==> config.mk <==
export PLATFORM = sky130hd
export DESIGN_NAME = bip_control_unit_flat
export DESIGN_NICKNAME = d
export VERILOG_FILES = /design/src/rtl/bip_control_unit_if.sv /design/src/rtl/bip_control_unit.sv /design/src/flat_wrapper.sv
export SDC_FILE = /design/constraint.sdc
export NUM_CORES = 1
export LEC_CHECK = 0
export CORE_ASPECT_RATIO = 0.7
export CORE_UTILIZATION = 47
export DETAILED_ROUTE_END_ITERATION = 10
export PLACE_DENSITY_LB_ADDON = 0.05
export SYNTH_ARGS = -nofsm -noshare
export SYNTH_HDL_FRONTEND = slang
export SYNTH_SLANG_ARGS = --single-unit
export TNS_END_PERCENT = 10
==> constraint.sdc <==
create_clock -name i_clock -period 2.9 [get_ports i_clock]
set_clock_uncertainty 0.05 [all_clocks]
set_input_delay 0.58 -clock i_clock [delete_from_list [all_inputs] [get_ports i_clock]]
set_output_delay 0.58 -clock i_clock [all_outputs]
set_load 0.1 [all_outputs]
==> src/rtl/bip_control_unit_if.sv <==
// Control-unit bus: program-memory fetch, sequencer controls and the decoded datapath controls.
// No latency of its own; it only groups wires.
// No backpressure; i_valid is a global enable, and a low value stalls the unit.
interface bip_control_unit_if #(
  parameter int NB_DATA            = 16,
  parameter int LOG2_N_INSMEM_ADDR = 11,
  parameter int LOG2_N_DATA_ADDR   = 10,
  parameter int NB_SEL_A           = 2,
  parameter int NB_DATA_S_EXT      = 10,
  parameter int NB_COUNT           = 32
) ();
  logic                          i_valid;
  logic                          i_start;
  logic [NB_DATA-1:0]            i_instruction;
  logic [LOG2_N_INSMEM_ADDR-1:0] o_pc;
  logic [NB_SEL_A-1:0]           o_sel_a;
  logic                          o_sel_b;
  logic                          o_op_code;
  logic                          o_wr_acc;
  logic                          o_wr_ram;
  logic                          o_rd_ram;
  logic [LOG2_N_DATA_ADDR-1:0]   o_data_addr;
  logic [NB_DATA_S_EXT-1:0]      o_data_instruction;
  logic                          o_halted;
  logic [NB_COUNT-1:0]           o_instr_count;

  // The control unit uses the master modport.
  modport master (
    input  i_valid, i_start, i_instruction,
    output o_pc, o_sel_a, o_sel_b, o_op_code, o_wr_acc, o_wr_ram, o_rd_ram,
           o_data_addr, o_data_instruction, o_halted, o_instr_count
  );

  // The program memory, the datapath and the driver use the slave modport.
  modport slave (
    output i_valid, i_start, i_instruction,
    input  o_pc, o_sel_a, o_sel_b, o_op_code, o_wr_acc, o_wr_ram, o_rd_ram,
           o_data_addr, o_data_instruction, o_halted, o_instr_count
  );
endinterface

==> src/rtl/bip_control_unit.sv <==
// Purpose: BIP control stage. It holds the PC, decodes the instruction, and runs the IDLE/RUN/HALT sequencer.
// Latency: decode is combinational from i_instruction, and PC, count and state advance on the same edge.
//          No bubbles occur between instructions.
// Backpressure: i_valid low freezes PC, count and state, and forces every strobe to 0.
// Ports: i_clock, i_reset (async, active-high), bus (bip_control_unit_if.master): fetch,
//        sequencer controls, datapath selects, memory strobes, halted flag, instruction count.
module bip_control_unit #(
  parameter int NB_DATA            = 16,
  parameter int NB_OPCODE          = 5,
  parameter int NB_OPERAND         = 11,
  parameter int N_INSMEM_ADDR      = 2048,
  parameter int LOG2_N_INSMEM_ADDR = 11,
  parameter int LOG2_N_DATA_ADDR   = 10,
  parameter int NB_SEL_A           = 2,
  parameter int NB_DATA_S_EXT      = 10,
  parameter int NB_COUNT           = 32
) (
  input  logic                     i_clock,
  input  logic                     i_reset,
  bip_control_unit_if.master       bus
);

  localparam logic [1:0] ST_IDLE = 2'b00;
  localparam logic [1:0] ST_RUN  = 2'b01;
  localparam logic [1:0] ST_HALT = 2'b10;

  localparam logic [NB_OPCODE-1:0] OP_HLT  = 5'b00000;
  localparam logic [NB_OPCODE-1:0] OP_STO  = 5'b00001;
  localparam logic [NB_OPCODE-1:0] OP_LD   = 5'b00010;
  localparam logic [NB_OPCODE-1:0] OP_LDI  = 5'b00011;
  localparam logic [NB_OPCODE-1:0] OP_ADD  = 5'b00100;
  localparam logic [NB_OPCODE-1:0] OP_ADDI = 5'b00101;
  localparam logic [NB_OPCODE-1:0] OP_SUB  = 5'b00110;
  localparam logic [NB_OPCODE-1:0] OP_SUBI = 5'b00111;

  localparam logic [LOG2_N_INSMEM_ADDR-1:0] PC_LAST = LOG2_N_INSMEM_ADDR'(N_INSMEM_ADDR - 1);

  logic [1:0]                    state;
  logic [LOG2_N_INSMEM_ADDR-1:0] pc;
  logic [NB_COUNT-1:0]           count;
  logic [NB_OPCODE-1:0]          opcode;
  logic                          go;
  logic                          exec;

  assign opcode = bus.i_instruction[NB_DATA-1 -: NB_OPCODE];
  assign go     = bus.i_start & bus.i_valid;
  // Strobes also see i_reset directly, so a reset asserted mid-cycle kills the pending write at once.
  assign exec   = (state == ST_RUN) & bus.i_valid & ~i_reset;

  always_ff @(posedge i_clock or posedge i_reset) begin
    if (i_reset) begin
      state <= ST_IDLE;
      pc    <= '0;
      count <= '0;
    end else begin
      case (state)
        ST_IDLE, ST_HALT: begin
          if (go) begin
            state <= ST_RUN;
            pc    <= '0;
            count <= '0;
          end
        end
        ST_RUN: begin
          if (bus.i_valid) begin
            count <= (count == '1) ? count : count + 1'b1;
            if (opcode == OP_HLT) begin
              state <= ST_HALT;          // The PC stays on the HLT address.
            end else begin
              pc <= (pc == PC_LAST) ? '0 : pc + 1'b1;
            end
          end
        end
        default: state <= ST_IDLE;
      endcase
    end
  end

  always_comb begin
    bus.o_sel_a   = '0;
    bus.o_sel_b   = 1'b0;
    bus.o_op_code = 1'b0;
    bus.o_wr_acc  = 1'b0;
    bus.o_wr_ram  = 1'b0;
    bus.o_rd_ram  = 1'b0;
    if (exec) begin
      case (opcode)
        OP_STO:  bus.o_wr_ram = 1'b1;
        OP_LD:   begin bus.o_sel_a = 2'b00; bus.o_wr_acc = 1'b1; bus.o_rd_ram = 1'b1; end
        OP_LDI:  begin bus.o_sel_a = 2'b01; bus.o_wr_acc = 1'b1; end
        OP_ADD:  begin bus.o_sel_a = 2'b10; bus.o_op_code = 1'b1; bus.o_wr_acc = 1'b1; bus.o_rd_ram = 1'b1; end
        OP_ADDI: begin bus.o_sel_a = 2'b10; bus.o_sel_b = 1'b1; bus.o_op_code = 1'b1; bus.o_wr_acc = 1'b1; end
        OP_SUB:  begin bus.o_sel_a = 2'b10; bus.o_wr_acc = 1'b1; bus.o_rd_ram = 1'b1; end
        OP_SUBI: begin bus.o_sel_a = 2'b10; bus.o_sel_b = 1'b1; bus.o_wr_acc = 1'b1; end
        default: ;                        // HLT and 01000-11111 (NOP) raise no strobes.
      endcase
    end
  end

  // The operand fields follow i_instruction in every state.
  // They are forced to zero only while reset is held, so every output reads 0 during reset.
  assign bus.o_data_addr        = i_reset ? '0 : bus.i_instruction[LOG2_N_DATA_ADDR-1:0];
  assign bus.o_data_instruction = i_reset ? '0 : bus.i_instruction[NB_DATA_S_EXT-1:0];
  assign bus.o_pc               = pc;
  assign bus.o_halted           = (state == ST_HALT);
  assign bus.o_instr_count      = count;

endmodule

==> src/flat_wrapper.sv <==
// flat-port wrapper written by rule: the top's interface ports become plain ports
module bip_control_unit_flat 
#(
  parameter int NB_DATA            = 16,
  parameter int NB_OPCODE          = 5,
  parameter int NB_OPERAND         = 11,
  parameter int N_INSMEM_ADDR      = 2048,
  parameter int LOG2_N_INSMEM_ADDR = 11,
  parameter int LOG2_N_DATA_ADDR   = 10,
  parameter int NB_SEL_A           = 2,
  parameter int NB_DATA_S_EXT      = 10,
  parameter int NB_COUNT           = 32
)
  (i_clock, i_reset, bus_i_valid, bus_i_start, bus_i_instruction, bus_o_pc, bus_o_sel_a, bus_o_sel_b, bus_o_op_code, bus_o_wr_acc, bus_o_wr_ram, bus_o_rd_ram, bus_o_data_addr, bus_o_data_instruction, bus_o_halted, bus_o_instr_count);
  bip_control_unit_if #(.NB_DATA(NB_DATA), .LOG2_N_INSMEM_ADDR(LOG2_N_INSMEM_ADDR), .LOG2_N_DATA_ADDR(LOG2_N_DATA_ADDR), .NB_SEL_A(NB_SEL_A), .NB_DATA_S_EXT(NB_DATA_S_EXT), .NB_COUNT(NB_COUNT)) bus_i ();
  input  logic i_clock;
  input  logic i_reset;
  input wire logic [$bits(bus_i.i_valid)-1:0] bus_i_valid;
  input wire logic [$bits(bus_i.i_start)-1:0] bus_i_start;
  input wire logic [$bits(bus_i.i_instruction)-1:0] bus_i_instruction;
  output wire logic [$bits(bus_i.o_pc)-1:0] bus_o_pc;
  output wire logic [$bits(bus_i.o_sel_a)-1:0] bus_o_sel_a;
  output wire logic [$bits(bus_i.o_sel_b)-1:0] bus_o_sel_b;
  output wire logic [$bits(bus_i.o_op_code)-1:0] bus_o_op_code;
  output wire logic [$bits(bus_i.o_wr_acc)-1:0] bus_o_wr_acc;
  output wire logic [$bits(bus_i.o_wr_ram)-1:0] bus_o_wr_ram;
  output wire logic [$bits(bus_i.o_rd_ram)-1:0] bus_o_rd_ram;
  output wire logic [$bits(bus_i.o_data_addr)-1:0] bus_o_data_addr;
  output wire logic [$bits(bus_i.o_data_instruction)-1:0] bus_o_data_instruction;
  output wire logic [$bits(bus_i.o_halted)-1:0] bus_o_halted;
  output wire logic [$bits(bus_i.o_instr_count)-1:0] bus_o_instr_count;
  assign bus_i.i_valid = bus_i_valid;
  assign bus_i.i_start = bus_i_start;
  assign bus_i.i_instruction = bus_i_instruction;
  assign bus_o_pc = bus_i.o_pc;
  assign bus_o_sel_a = bus_i.o_sel_a;
  assign bus_o_sel_b = bus_i.o_sel_b;
  assign bus_o_op_code = bus_i.o_op_code;
  assign bus_o_wr_acc = bus_i.o_wr_acc;
  assign bus_o_wr_ram = bus_i.o_wr_ram;
  assign bus_o_rd_ram = bus_i.o_rd_ram;
  assign bus_o_data_addr = bus_i.o_data_addr;
  assign bus_o_data_instruction = bus_i.o_data_instruction;
  assign bus_o_halted = bus_i.o_halted;
  assign bus_o_instr_count = bus_i.o_instr_count;
  bip_control_unit #(.NB_DATA(NB_DATA), .NB_OPCODE(NB_OPCODE), .NB_OPERAND(NB_OPERAND), .N_INSMEM_ADDR(N_INSMEM_ADDR), .LOG2_N_INSMEM_ADDR(LOG2_N_INSMEM_ADDR), .LOG2_N_DATA_ADDR(LOG2_N_DATA_ADDR), .NB_SEL_A(NB_SEL_A), .NB_DATA_S_EXT(NB_DATA_S_EXT), .NB_COUNT(NB_COUNT)) u_core (.i_clock(i_clock), .i_reset(i_reset), .bus(bus_i));
endmodule
==> flow_summary.json, run 1 <==
{
  "syn_avg_cell_area_um2": 8.766,
  "crit_slowest_cell": "nor4_2",
  "setup-violations-final": 0,
  "drtPass1Iterations": 5,
  "drtIter0Drc": 227,
  "highest_layer": "met4",
  "path_class": "in2out",
  "synthFlopType": "dfrtp_1",
  "synthArstFlopShare_pct": 100.0,
  "slew_headroom_pct": 48.57,
  "synth_seq_cells": 45,
  "ir_drop_v": 0.0004797,
  "yosysUniqueCellTypes": 58,
  "hold_class": "reg2reg",
  "rows": 23,
  "cts_buffer_depth": 2,
  "cts.sink_count": 45,
  "drt_wl_total_um": 8997,
  "seq_area_um2": 1126,
  "cap_violations": 0,
  "cts_tree": "yes",
  "ant_nets": 0,
  "area_delta_synth_final_pct": 40.95,
  "root_buffer": "clkbuf_8",
  "wl_met1_um": 4393,
  "cp_top_family": "simple AND/OR/NAND/NOR gates",
  "synth_area_um2": 2945,
  "hold_viol_final": 0,
  "status": "completed",
  "power.density_nw_per_um2": 679.0,
  "diodes": 0,
  "final.period_utilization_pct": 95.45,
  "yosysSeqAreaShare_pct": 38.23,
  "grt_pass1_vias": 2705,
  "fp.dieW_um": 96.62,
  "die-area_um2": 6592,
  "core_region_area_um2": 5871,
  "min_period_ns": 2.768,
  "power.switching_mw": 1.555,
  "cts_resized": 1,
  "synth_enable_flop_cells": 0,
  "synth_warnings": 0,
  "htree_levels": 2,
  "cts_made_buffers": 5,
  "power_mw": 2.819,
  "cts_hold_buf": 0,
  "power.leakage_nw": 1.833,
  "cts_setup_buffers": 0,
  "synth_nets": 358,
  "grt_max_degree": 46,
  "routed_via_density": 6.062,
  "gp_congestion": 0.9148,
  "start_util_pct": 50.17,
  "worstSetupEndpointType": "primary output",
  "fillCellCount": 483,
  "fin_area_um2": 4151,
  "seqPwrFrac_pct": 30.9,
  "internal_power_mw": 1.264,
  "final_layout_size_suffix_gt1_share_pct": 28.67,
  "rsz0062_at_grt": "false",
  "clk_latency_ns": 0.30,
  "cp.arrival_ns": 2.14,
  "track_usage_pct": 27.61,
  "tns_ns": 0,
  "multi_input_area_um2": 1674,
  "layout.nets": 443,
  "worstMarginPinSlew_ns": 0.7686,
  "fin_cells": 497,
  "drcViolationCount": 0,
  "crit_path_start_kind": "input pin",
  "synthCells": 336,
  "routedWlPerCell_um": 18.10,
  "swShare_pct": 55.15,
  "hpwl_um": 6719,
  "wl_met3_um": 695,
  "power_frac_clock_pct": 14.6,
  "wl_met2_um": 3877,
  "cp_num_buf_inv": 2,
  "dr_total_vias": 3013,
  "numPortBuffers": 89,
  "grt_overflow": 0,
  "clkTransAtPathRegs_ns": 0.10,
  "die_height_um": 68.23,
  "grt_pass1_wl_um": 14210,
  "crit_fanout": 4,
  "dpl-instance-area_um2": 4055,
  "p_comb_share_pct": 54.5,
  "antenna_found_initial": 0,
  "worstPathRequired_ns": 2.27,
  "place_inst": 489,
  "io_pins": 91,
  "fmax_mhz": 361.3,
  "final_core_util_pct": 70.72,
  "finalMaxSlewViolations": 0,
  "path_cells": "clkdlybuf4s50_1 -> nor4_2 -> nand2_1 -> nor3b_2 -> buf_12",
  "crit_path_max_incr_delay_ns": 0.45
}
-- synthesized netlist by cell type (all sizes together), types with 10 or more instances --
master | count | area, um^2
nand4 | 11 | 90.08
nor3 | 18 | 95.09
and3 | 14 | 98.84
buf | 18 | 131.4
nand3 | 18 | 90.09
nand2 | 40 | 150.1
nor2 | 20 | 75.07
nor2b | 15 | 93.84
a21oi | 10 | 50.05
dfrtp | 45 | 1126
a31oi | 11 | 68.82
o21ai | 19 | 95.09
-- cell type report --
type	instances	area share, %
inverter	7	0.6329
clock inverter	3	0.5124
tap	75	2.260
sequential	45	27.12
clock buffer	5	1.658
timing repair buffer	101	27.49
multi-input combinational	261	40.33
-- cell usage in the layout, fill, tap and decap left out, types with 4 or more instances in the layout --
master	instances
inv_1	6
and4_1	5
nand4_1	9
and3_1	5
and3_2	9
a31oi_1	11
clkdlybuf4s50_1	18
mux2i_1	4
a21oi_1	10
nand2_1	40
nor2b_1	13
buf_4	56
dfrtp_1	45
nor3_1	16
nand2b_1	6
nor4_1	7
buf_12	27
a211o_1	9
o21ai_0	18
nand3_1	18
clkbuf_8	5
nor2_1	20
-- worst paths after layout --
check / from / to / slack, ns / depth (start not counted)
max in group asynchronous: i_reset / u_core.bus.o_instr_count[26] / 1.47 / 4
max reg2reg: u_core.bus.o_instr_count[16] / u_core.bus.o_instr_count[1] / 0.29 / 5
min reg2reg: u_core.bus.o_pc[1] / u_core.bus.o_pc[1] / 0.51 / 2
max: i_reset / bus_o_sel_a[0] / 0.13 / 5
min in group asynchronous: i_reset / u_core.bus.o_instr_count[24] / 0.93 / 4
min: u_core.bus.o_pc[1] / u_core.bus.o_pc[1] / 0.51 / 2
-- power groups by stage --
stage | sequential (mW) | clock (mW) | combinational, mW
after floorplan | 1.43 | 0 | 0.578
after global placement | 0.866 | 0 | 1.51
after detailed placement | 0.880 | 0 | 1.53
after CTS | 0.867 | 0.418 | 1.53
after global routing | 0.892 | 0.441 | 1.61
final | 0.871 | 0.412 | 1.54
-- through the flow --
step	worst slack (ns)	hold WS (ns)
after floorplan	-0.3710	0.5278
after global placement	0.09519	0.4752
after detailed placement	-0.03035	0.4889
after CTS	0.1317	0.5085
after global routing	0.005409	0.5500
final	0.1318	0.5129
-- registers in the layout, summed over array words and instances, names as in the netlist --
register                  count
u_core.bus.o_instr_count     32
u_core.state                  2
u_core.bus.o_pc              11
-- worst register-to-register path: stages (launching register included) --
cell	delay, ns
dfrtp_1	0.47
nand4_1	0.36
nor4_1	0.54
and4_1	0.38
nand2b_1	0.48
o21ai_0	0.20
-- logic make-up (layout without fill, tap and decap cells) --
group,count (synthesis),in the layout,synth area share (%)
flip-flops,45,45,38.23
AND/OR/NAND/NOR,175,175,33.94
buffers and inverters,30,116,5.990
AO/OA/AOI/OAI,76,76,18.35
multiplexers,5,5,1.742
XOR/XNOR,3,3,0.8923
adder cells (fa/ha/maj),2,2,0.8495
-- routing by layer --
layer / global-route usage (%) / up-vias
met2: 41.20 / 141
met4: 5.410 / 0
met5: 0 / -
li1: - / 1423
met3: 4.494 / 4
met1: 42.07 / 1445
(Power assumes the default switching activity.)
==> run 2: changes to the inputs <==
--- a/config.mk
+++ b/config.mk
@@ -6,7 +6,7 @@
 export NUM_CORES = 1
 export LEC_CHECK = 0
 export CORE_ASPECT_RATIO = 0.7
-export CORE_UTILIZATION = 47
+export CORE_UTILIZATION = 45
 export DETAILED_ROUTE_END_ITERATION = 10
 export PLACE_DENSITY_LB_ADDON = 0.05
 export SYNTH_ARGS = -nofsm -noshare
==> run 2 against run 1 <==
Non-clock buffer count rose by 1; fmax rose by 1.8%; combinational power about the same; die area rose by 4.3%; clock power is 1% lower; first-iteration DRC count rose by 37%; final area up 0.27%; routed wire length shrank 3.9%; critical endpoint is now bus_o_op_code.
==> flow_summary.json, run 2 (synthesis results as in run 1) <==
{
  "final_core_util_pct": 66.33,
  "hold_viol_final": 0,
  "final_cell_mix": "buf_4 (57), dfrtp_1 (45), nand2_1 (40)",
  "rsz0062_at_grt": "false",
  "reg2reg_slack_ns": 0.36,
  "cts_tree": "yes",
  "io_pins": 91,
  "antenna_found_initial": 0,
  "grt_pass1_wl_um": 14230,
  "crit_slowest_cell": "clkdlybuf4s50_1",
  "cp_num_buf_inv": 2,
  "drtIter0Drc": 310,
  "routedWlPerCell_um": 17.26,
  "cp_num_cells": 5,
  "rr_startpoint": "u_core.bus.o_instr_count[0]",
  "core_region_area_um2": 6276,
  "largest_register_ffs": 32,
  "hpwl_um": 6497,
  "cp.arrival_ns": 2.09,
  "clkTransAtPathRegs_ns": 0.09,
  "ant_nets": 0,
  "area_delta_synth_final_pct": 41.33,
  "die-area_um2": 6878,
  "start_util_pct": 46.93,
  "crit_fanout": 4,
  "min_period_ns": 2.718,
  "hold_class": "reg2reg",
  "hold_depth": 1,
  "cap_violations": 0,
  "finalMaxSlewViolations": 0,
  "drtPass1Iterations": 5,
  "layout.nets": 444,
  "ir_drop_v": 0.0003866,
  "routed_via_density": 6.098,
  "grt_pass1_vias": 2617,
  "crit_path_max_incr_delay_ns": 0.45,
  "cts_made_buffers": 5,
  "final_layout_size_suffix_gt1_share_pct": 28.84,
  "tns_ns": 0,
  "diodes": 0,
  "dr_total_vias": 3055,
  "regToRegEndpoint": "u_core.bus.o_instr_count[28]",
  "htree_levels": 2,
  "die_height_um": 69.69,
  "setup-violations-final": 0,
  "power.leakage_nw": 1.836,
  "cts_buffer_depth": 2,
  "track_usage_pct": 26.12,
  "drcViolationCount": 0,
  "fmax_mhz": 367.9,
  "rr_worst_depth": 6,
  "grt_max_degree": 46,
  "drt_wl_total_um": 8645,
  "worstPathRequired_ns": 2.27,
  "cts_hold_buf": 0,
  "worstSetupEndpointType": "primary output",
  "clk_latency_ns": 0.31,
  "final.period_utilization_pct": 93.73,
  "status": "completed",
  "root_buffer": "clkbuf_8",
  "power.density_nw_per_um2": 675.3,
  "crit_path_start_kind": "input pin",
  "path_class": "in2out",
  "layout_commonest_cell": "buf_4",
  "rows": 24,
  "min_from": "u_core.bus.o_instr_count[14]",
  "hold_end": "u_core.bus.o_instr_count[14]",
  "gp_congestion": 0.8974,
  "cts.sink_count": 45,
  "grt_overflow": 0,
  "slew_headroom_pct": 49.77,
  "numPortBuffers": 89,
  "fp.dieW_um": 98.70,
  "path_cells": "clkdlybuf4s50_1 -> nor4_2 -> and2_1 -> nor2b_4 -> buf_12",
  "worstMarginPinSlew_ns": 0.7507,
  "cp_top_family": "simple AND/OR/NAND/NOR gates"
}
## run 2: final cells by class
type / instances / area (um^2)
Inverter: 7 / 26.28
Tap cell: 78 / 97.59
Clock inverter: 3 / 21.27
Timing Repair Buffer: 102 / 1149
Multi-Input combinational cell: 261 / 1674
Fill cell: 498 / 2113
Sequential cell: 45 / 1126
Clock buffer: 5 / 68.82
## run 2: where the power goes
group	internal [mW]	switching [mW]
Combinational	0.379	1.16
Sequential	0.717	0.150
Clock	0.171	0.237
Total	1.27	1.54
## run 2: what timing repair did
action,in CTS,in global routing
setup endpoints to repair,0,4
buffers inserted,0,0
resized for setup,0,1
## run 2: stage by stage
| step | instance area (um^2) | hold WS, ns | std cells | setup WS (ns) | total power, mW |
|---|---|---|---|---|---|
| 6_report | 4163 | 0.4954 | 501 | 0.1819 | 2.811 |
| 2_1_floorplan | 2970 | 0.5278 | 336 | -0.3710 | 2.007 |
| 3_3_place_gp | 4066 | 0.4704 | 493 | 0.08126 | 2.382 |
| 4_1_cts | 4156 | 0.4921 | 501 | 0.04242 | 2.807 |
| 5_1_grt | 4163 | 0.5327 | 501 | 0.05751 | 2.947 |
| 3_5_place_dp | 4066 | 0.4794 | 493 | 0.04602 | 2.406 |
## run 2: layer usage
layer | part of all wire (%) | vias up | track usage (%) | routed length, um
met5 | 0 | - | 0 | 0
met4 | 0.60 | 0 | 5.307 | 52
met3 | 7.7 | 8 | 5.242 | 667
met2 | 42 | 145 | 35.92 | 3626
met1 | 50 | 1476 | 41.58 | 4299
li1 | - | 1426 | - | -
## run 2: worst max-delay path by stage
| stage | from | to | slack [ns] |
|---|---|---|---|
| 4_1_cts | bus_i_valid | bus_o_sel_a[0] | 0.04 |
| 6_report | i_reset | bus_o_op_code | 0.18 |
| 2_1_floorplan | i_reset | bus_o_data_instruction[0] | -0.37 |
| 3_5_place_dp | bus_i_valid | bus_o_sel_a[0] | 0.05 |
| 5_1_grt | u_core.bus.o_instr_count[0] | u_core.bus.o_instr_count[31] | 0.06 |
| 3_3_place_gp | bus_i_valid | bus_o_sel_a[0] | 0.08 |
